[src/rtl/mod_n_tick_counter.sv]
// Programmable modulo-N tick divider: one-cycle TICK every N enabled clocks,
// a 2N-period WAVE, one-shot mode, immediate LOAD and a wrapping tick count.
module mod_n_tick_counter #(
  parameter int unsigned WIDTH = 8,
  parameter int unsigned CNT_W = 16
) (
  input  logic             CLK,
  input  logic             RES,
  input  logic             EN,
  input  logic             CLR,
  input  logic             LOAD,
  input  logic             MODE,
  input  logic [WIDTH-1:0] N,
  output logic             TICK,
  output logic             WAVE,
  output logic [WIDTH-1:0] COUNT,
  output logic [CNT_W-1:0] TICKS,
  output logic [WIDTH-1:0] ACTIVE_N,
  output logic             BUSY
);

  typedef enum logic [1:0] {
    IDLE = 2'd0,
    RUN  = 2'd1,
    DONE = 2'd2
  } state_t;

  state_t           state_q, state_d;
  logic             tick_d, wave_d, busy_d;
  logic [WIDTH-1:0] count_d, active_d;
  logic [CNT_W-1:0] ticks_d;
  logic             terminal;
  logic             n_zero;

  assign n_zero   = (N == '0);
  // ACTIVE_N is never zero while in RUN, so the subtraction cannot underflow there
  assign terminal = (COUNT == ACTIVE_N - WIDTH'(1));

  always_ff @(posedge CLK or posedge RES) begin
    if (RES) begin
      state_q  <= IDLE;
      TICK     <= 1'b0;
      WAVE     <= 1'b0;
      COUNT    <= '0;
      TICKS    <= '0;
      ACTIVE_N <= '0;
      BUSY     <= 1'b0;
    end else begin
      state_q  <= state_d;
      TICK     <= tick_d;
      WAVE     <= wave_d;
      COUNT    <= count_d;
      TICKS    <= ticks_d;
      ACTIVE_N <= active_d;
      BUSY     <= busy_d;
    end
  end

  always_comb begin
    state_d  = state_q;
    tick_d   = 1'b0;
    wave_d   = WAVE;
    count_d  = COUNT;
    ticks_d  = TICKS;
    active_d = ACTIVE_N;

    if (CLR) begin
      state_d  = IDLE;
      wave_d   = 1'b0;
      count_d  = '0;
      ticks_d  = '0;
      active_d = '0;
    end else if (LOAD) begin
      // LOAD outranks a coincident terminal count: the period restarts with no tick
      if (state_q != IDLE || !n_zero) begin
        active_d = N;
        count_d  = '0;
        state_d  = n_zero ? IDLE : RUN;
      end
    end else begin
      unique case (state_q)
        IDLE: begin
          if (EN && !n_zero) begin
            active_d = N;
            count_d  = '0;
            state_d  = RUN;
          end
        end
        RUN: begin
          if (EN) begin
            if (terminal) begin
              count_d  = '0;
              tick_d   = 1'b1;
              wave_d   = ~WAVE;
              ticks_d  = TICKS + CNT_W'(1);
              active_d = N;
              if (n_zero)    state_d = IDLE;
              else if (MODE) state_d = DONE;
            end else begin
              count_d = COUNT + WIDTH'(1);
            end
          end
        end
        DONE: begin
          count_d = '0;
        end
        default: begin
          state_d = IDLE;
        end
      endcase
    end

    busy_d = (state_d == RUN);
  end

endmodule

[config.mk]
export PLATFORM = sky130hd
export DESIGN_NAME = mod_n_tick_counter
export DESIGN_NICKNAME = d
export VERILOG_FILES = /design/src/rtl/mod_n_tick_counter.sv
export SDC_FILE = /design/constraint.sdc
export NUM_CORES = 1
export LEC_CHECK = 0
export ABC_AREA = 1
export CAP_MARGIN = 20
export CORE_MARGIN = 5
export CORE_UTILIZATION = 47
export CTS_CLUSTER_SIZE = 12
export DETAILED_ROUTE_END_ITERATION = 6
export PLACE_DENSITY = 0.88
export SLEW_MARGIN = 20
export SYNTH_ARGS = -nofsm -noshare
export SYNTH_HDL_FRONTEND = slang
export SYNTH_SLANG_ARGS = --single-unit
[constraint.sdc]
create_clock -name CLK -period 2 [get_ports CLK]
set_input_delay 0.4 -clock CLK [delete_from_list [all_inputs] [get_ports CLK]]
set_output_delay 0.4 -clock CLK [all_outputs]
set_load 0.01 [all_outputs]
### Word level (Yosys, flattened, before mapping)

Index checks and enable logic that the tools add are counted.

* flip-flop bits (word level): 37
* logic and storage cells: 73

* $add $sub $neg: 3
* equality and inequality tests: 9
* mux-type cells: 39
* bitwise logic cells: 1
* reduce and logical (&&, ||, !) cells: 14

Operators by type and width (number)
* $mux W8: 12
* $mux W16: 5
* $pmux W8 S3: 1
* $add A16 B1 Y16 const B: 1
* $mux W2: 8
* $pmux W8 S2: 1
* $ne A4 B4 Y1 const B: 3
* $mux W1: 11
* $add A8 B1 Y8 const B: 1
* $eq A8 B8 Y1: 1
* $logic_not A8 Y1: 1
* $reduce_and A4 Y1: 2
* $reduce_bool A2 Y1: 4
* $sub A8 B1 Y8 const B: 1
* $pmux W2 S3: 1
* $reduce_and A5 Y1: 1
* $reduce_bool A5 Y1: 1
* $eq A2 B1 Y1 const B: 2
* $reduce_bool A4 Y1: 1
* $ne A3 B2 Y1 const B: 1
* $eq A2 B2 Y1 const B: 1
* $logic_not A2 Y1: 1
* $ne A2 B2 Y1 const B: 1
* $logic_and A1 B1 Y1: 1
* other kinds (3): 3

### Depth between registers and ports, before layout

* depth in word-level cells: 8
* mapped depth: 16
* mapped depth without buffers: 16

### Worst setup path before layout

No wires, ideal clock.

* kind: register to register
* start point: register ACTIVE_N[0]
* end point: register TICKS[1]
* data arrival time: 1.821 ns
* setup slack: 0.058 ns
* cell stages (with the launch flop): 16
* path buffers: 0
* clock period less this slack: 1.942 ns
* cells stage by stage: dfrtp_1 > inv_2 > ha_1 > inv_1 > nand2_1 > nand2_1 > nand2_1 > nand2_1 > nand3_2 > nor2_4 > nand2_4 > nor2_4 > nand3_4 > nand2_4 > inv_4 > a22o_1

* cells in the longest elaborated chain, start to end: 4

RTL lines
* start, declared: line 18 `output logic [WIDTH-1:0] ACTIVE_N,`
* start signal, assigned: line 54 `ACTIVE_N <= active_d;`
* $sub A8 B1 Y8: line 37 `assign terminal = (COUNT == ACTIVE_N - WIDTH'(1));`
* $eq A8 B8 Y1: line 37
* $reduce_bool A2 Y1 (no source line)
* $reduce_and A4 Y1 (no source line)
* end signal, assigned: line 53 `TICKS <= ticks_d;`
* end, declared: line 17 `output logic [CNT_W-1:0] TICKS,`

Every way passes these cells.
A chain may end at the register's enable or synchronous reset.

### Worst setup path in the final report

* start point: register ACTIVE_N[1]
* end point: register TICKS[10]

The elaborated chain is that of the path after synthesis.

==> results summary <==
After synthesis, the share of cell area in mux cells is 0. The internal power of the cells is 1.241 mW. At the end of routability-driven placement, the weighted congestion stood at 0.9077. The capture endpoint of the worst hold path is WAVE$_DFFE_PP0P_. The final-stage net count is 442.

Clock skew on the completed layout was measured at 7.103 ps. The final reports fail on setup timing. The minimum clock period after layout is 2069 ps.

The post-synthesis compound-gate area fraction was 0.1003. The mean area per synthesized cell came out at 7.338 µm². The critical path is of the flop to flop type.

The length of routed met2 wiring is 3.982 mm. The global-route total usage across every layer is 0.2029. Data on the critical path is required at its endpoint by 2170 ps. The count of input and output buffers came out at 48.

The switching power summed over all nets is 0.5917 mW. The post-layout worst setup margin is -68.85 ps. The routed design has 7.365 mm of wire. The worst-case IR drop observed on VDD is 0.2787 mV. The number of global-route vias before repair came out at 2603. The post-detailed-route count of antenna-violating nets is 0. The later pin in the worst-skew pair is clocked with a latency of 290 ps. The die boundary width came out at 82.86 µm. The setup check on the worst reg-to-reg path leaves a slack of -70 ps. The minimum setup slack after placement is -289.0 ps. The area fraction of the dominant cell type after synthesis came out at 0.3711. The initial antenna violation count is 0. The average wire per standard cell came out at 14.97 µm. The completed layout was analyzed and its total power is 1.833 mW.

Of the total synthesized cell area, the portion taken by AND, OR, NAND and NOR gates is 0.3591. The number of diodes came out at 0. The leakage dissipation is 1.594 nW. The number of ports placed on the die boundary is 49. In the routed layout, each cell is associated on average with a via count of 5.238. The clock network fraction of total power is 0.276.

The maximum fanout along the worst path came out at 6. The sequential cell fraction of total power came out at 0.441. The peak clock frequency supported by timing is 483.4 MHz. For the pin with the worst max-slew slack, the measured transition is 472.1 ps. The run finished, with violations left.

Setup repair after global routing could not meet its margin everywhere. Hold is met by 494.5 ps. The synthesized netlist cell count is 340. The first-pass iteration count of the detailed router came out at 5. The period utilization is 1.034. After synthesis, the largest family of logic cells by area is simple AND/OR/NAND/NOR gates. The parity-gate share of the synthesized area counting xor and xnor cells is 0.05266.

The number of endpoints failing setup at the final stage is 17. The area inside the core boundary came out at 5140 µm². The pin count of the biggest net entering global routing is 38. The total power divided by cell area came out at 508.7 nW/µm². The min-delay analysis places its worst path in the category flop to flop. Of the total synthesized cell area, the portion taken by full adders, half adders and majority gates is 0.03511. The detailed-routing wirelength on met1 is 2.884 mm. The relative slew slack came out at 0.6853. The number of slew-limit violations in the final report came to 0. The number of hold violations in the final report is 0. The startpoint of the tightest hold check path is WAVE$_DFFE_PP0P_. The area growth from synthesis to layout is 44.43%.

Leaving out fill and tap cells, the most frequent cell in the layout is nand2_1. The most area-hungry cell type in the Yosys netlist is dfrtp_1. The highest layer touched by signal routing is met4. The count of state elements after synthesis is 37. The endpoint of the most critical register-to-register path is TICKS[10]$_DFFE_PP0P_. The quantity of hold-fixing buffers added after cts is 0. TritonCTS built the clock tree. The initial standard-cell utilization of the core came out at 0.4854. The number of buffers created by CTS is 5. By area the synthesized netlist is led by dfrtp_1 37%, nand2_1 15%, inv_1 5.9%. The total DRC errors in the routed layout is 0. In the detailed route, the total length drawn on met3 is 332 µm. Of the total power, combinational logic draws 0.283. The number of instances on the worst hold path is 1.

The final route contains 2577 vias. The number of H-tree levels is 2. The worst reg2reg path depth is 13. The site row count came out at 26. The sequential-to-total area share from yosys stat came out at 0.3711. The sum of negative setup slack came out at -623.7 ps.

The kind of start point of the critical path is a flop. Leaving out fill and tap cells, the most frequent cells in the layout are 81 x nand2_1, 48 x clkdlybuf4s50_1, 37 x dfrtp_1, 35 x inv_1, 31 x nor2_1. The net count after synthesis is 361. The post-synthesis instance area is 2495 µm². The global-route congestion overflow total came out at 0. The library cell used as clock root buffer is clkbuf_8. The number of sinks driven by the clock tree is 37. The violation count after the first detailed-route iteration is 172. Data arrives at the worst endpoint at 2240 ps. The worst setup path is captured at a flop. The die height is 82.86 µm. The startpoint identified for the worst register-to-register timing path is ACTIVE_N[1]$_DFFE_PP0P_.

The ratio of cells with drive above 1 in the final layout came out at 0.2583. The clock edge transition at the registers on the reported setup and hold paths is 70 ps. The number of distinct library cells after synthesis came out at 32. The first-pass GRT wire length came out at 11.55 mm.

The count of warnings emitted by yosys is 0. The tool flagged a number of max-cap violations equal to 0. The proportion of total power due to net switching came out at 0.3228. Detailed placement finished with a half-perimeter wire length of 5.105 mm. The maximum buffer depth of the clock tree is 2. The area enclosed by the die boundary came out at 6865 µm².
## cell usage after synthesis
library cell / instances
xor2_1: 10
inv_1: 39
a21oi_1: 8
nand3_1: 19
buf_2: 1
clkbuf_1: 2
nand2_2: 2
dfrtp_1: 37
nand4_1: 5
or2_2: 2
inv_2: 5
buf_6: 1
nand3_2: 3
and3_1: 1
o31ai_2: 8
o21ai_0: 8
nand2_1: 98
nand2_4: 3
xnor2_1: 5
nor2_1: 38
clkinv_2: 1
nand3b_2: 1
a22o_1: 1
ha_1: 7
nor4_1: 3
inv_4: 1
o21ai_1: 11
a31oi_1: 1
nand3_4: 1
nor2_4: 5
clkinv_1: 1
nor3_1: 12
## kinds of logic (layout without fill, tap and decap cells)
| family | count (synthesis) | count (layout) |
|---|---|---|
| AO/OA/AOI/OAI | 37 | 37 |
| buffers and inverters | 51 | 132 |
| flip-flops | 37 | 37 |
| AND/OR/NAND/NOR | 193 | 194 |
| adder cells (fa/ha/maj) | 7 | 7 |
| XOR/XNOR | 15 | 15 |
## final cells by class
| class | instances | area [µm²] |
|---|---|---|
| multi-input combinational | 253 | 1607 |
| clock inverter | 2 | 10.01 |
| timing repair buffer | 76 | 705.7 |
| inverter | 47 | 188.9 |
| clock buffer | 6 | 72.57 |
| timing repair inverter | 1 | 6.256 |
| tap | 70 | 87.58 |
| fill | 401 | 1536 |
| sequential | 37 | 925.9 |
## timing repair
| action | 4_1_cts | 5_1_grt |
|---|---|---|
| endpoints found under the setup margin | 17 | 36 |
| pin swaps | 7 | 14 |
| setup buffers | 1 | 2 |
| gates cloned | 2 | 0 |
| gates resized for setup | 19 | 47 |
## routing by layer
metal | vias to the layer above | track usage
li1 | 1247 | -
met1 | 1223 | 0.2227
met2 | 90 | 0.3819
met3 | 17 | 0.03762
met4 | 0 | 0.07875
met5 | - | 0
## state kept, by name, indices dropped and copies added, names as in the netlist
| signal | cells |
|---|---|
| COUNT | 8 |
| BUSY | 1 |
| state_q | 2 |
| ACTIVE_N | 8 |
| WAVE | 1 |
| TICKS | 16 |
| TICK | 1 |
## through the flow
stage / util / std cells / cell area [µm²]
floorplan: - / 340 / 2495
global placement: 0.6278 / 479 / 3227
detailed placement: 0.6278 / 479 / 3227
CTS: 0.6636 / 490 / 3411
global route: 0.7011 / 492 / 3603
finish: 0.7011 / 492 / 3603
## critical path, cell delays in order, from the launching register on
cell and delay [ps]:
dfrtp_1 420, buf_6 140, nor2_4 170, nand3_1 120, nand3_1 110, nand3_2 90
nor2_4 180, nand2_4 90, nor2_4 130, nand3_4 140, nand2_8 140, inv_4 70
nand2_2 80, o31ai_4 70
## power groups by stage
stage / registers, mW / logic (mW) / clock network (mW)
floorplan: 0.827 / 0.246 / 0
global placement: 0.820 / 0.419 / 0
detailed placement: 0.820 / 0.439 / 0
CTS: 0.807 / 0.473 / 0.511
global route: 0.813 / 0.569 / 0.542
finish: 0.808 / 0.520 / 0.505
## worst max path at each step
stage	start	end	slack [ps]	cells past startpoint
5_1_grt	ACTIVE_N[1]$_DFFE_PP0P_	TICKS[11]$_DFFE_PP0P_	-200	15
2_1_floorplan	ACTIVE_N[0]$_DFFE_PP0P_	TICKS[1]$_DFFE_PP0P_	60	15
3_3_place_gp	N[7]	COUNT[4]$_DFFE_PP0P_	-110	12
4_1_cts	ACTIVE_N[1]$_DFFE_PP0P_	TICKS[1]$_DFFE_PP0P_	-30	14
3_5_place_dp	N[7]	COUNT[6]$_DFFE_PP0P_	-290	13
6_report	ACTIVE_N[1]$_DFFE_PP0P_	TICKS[10]$_DFFE_PP0P_	-70	13
Power figures use the tool's default switching activity.
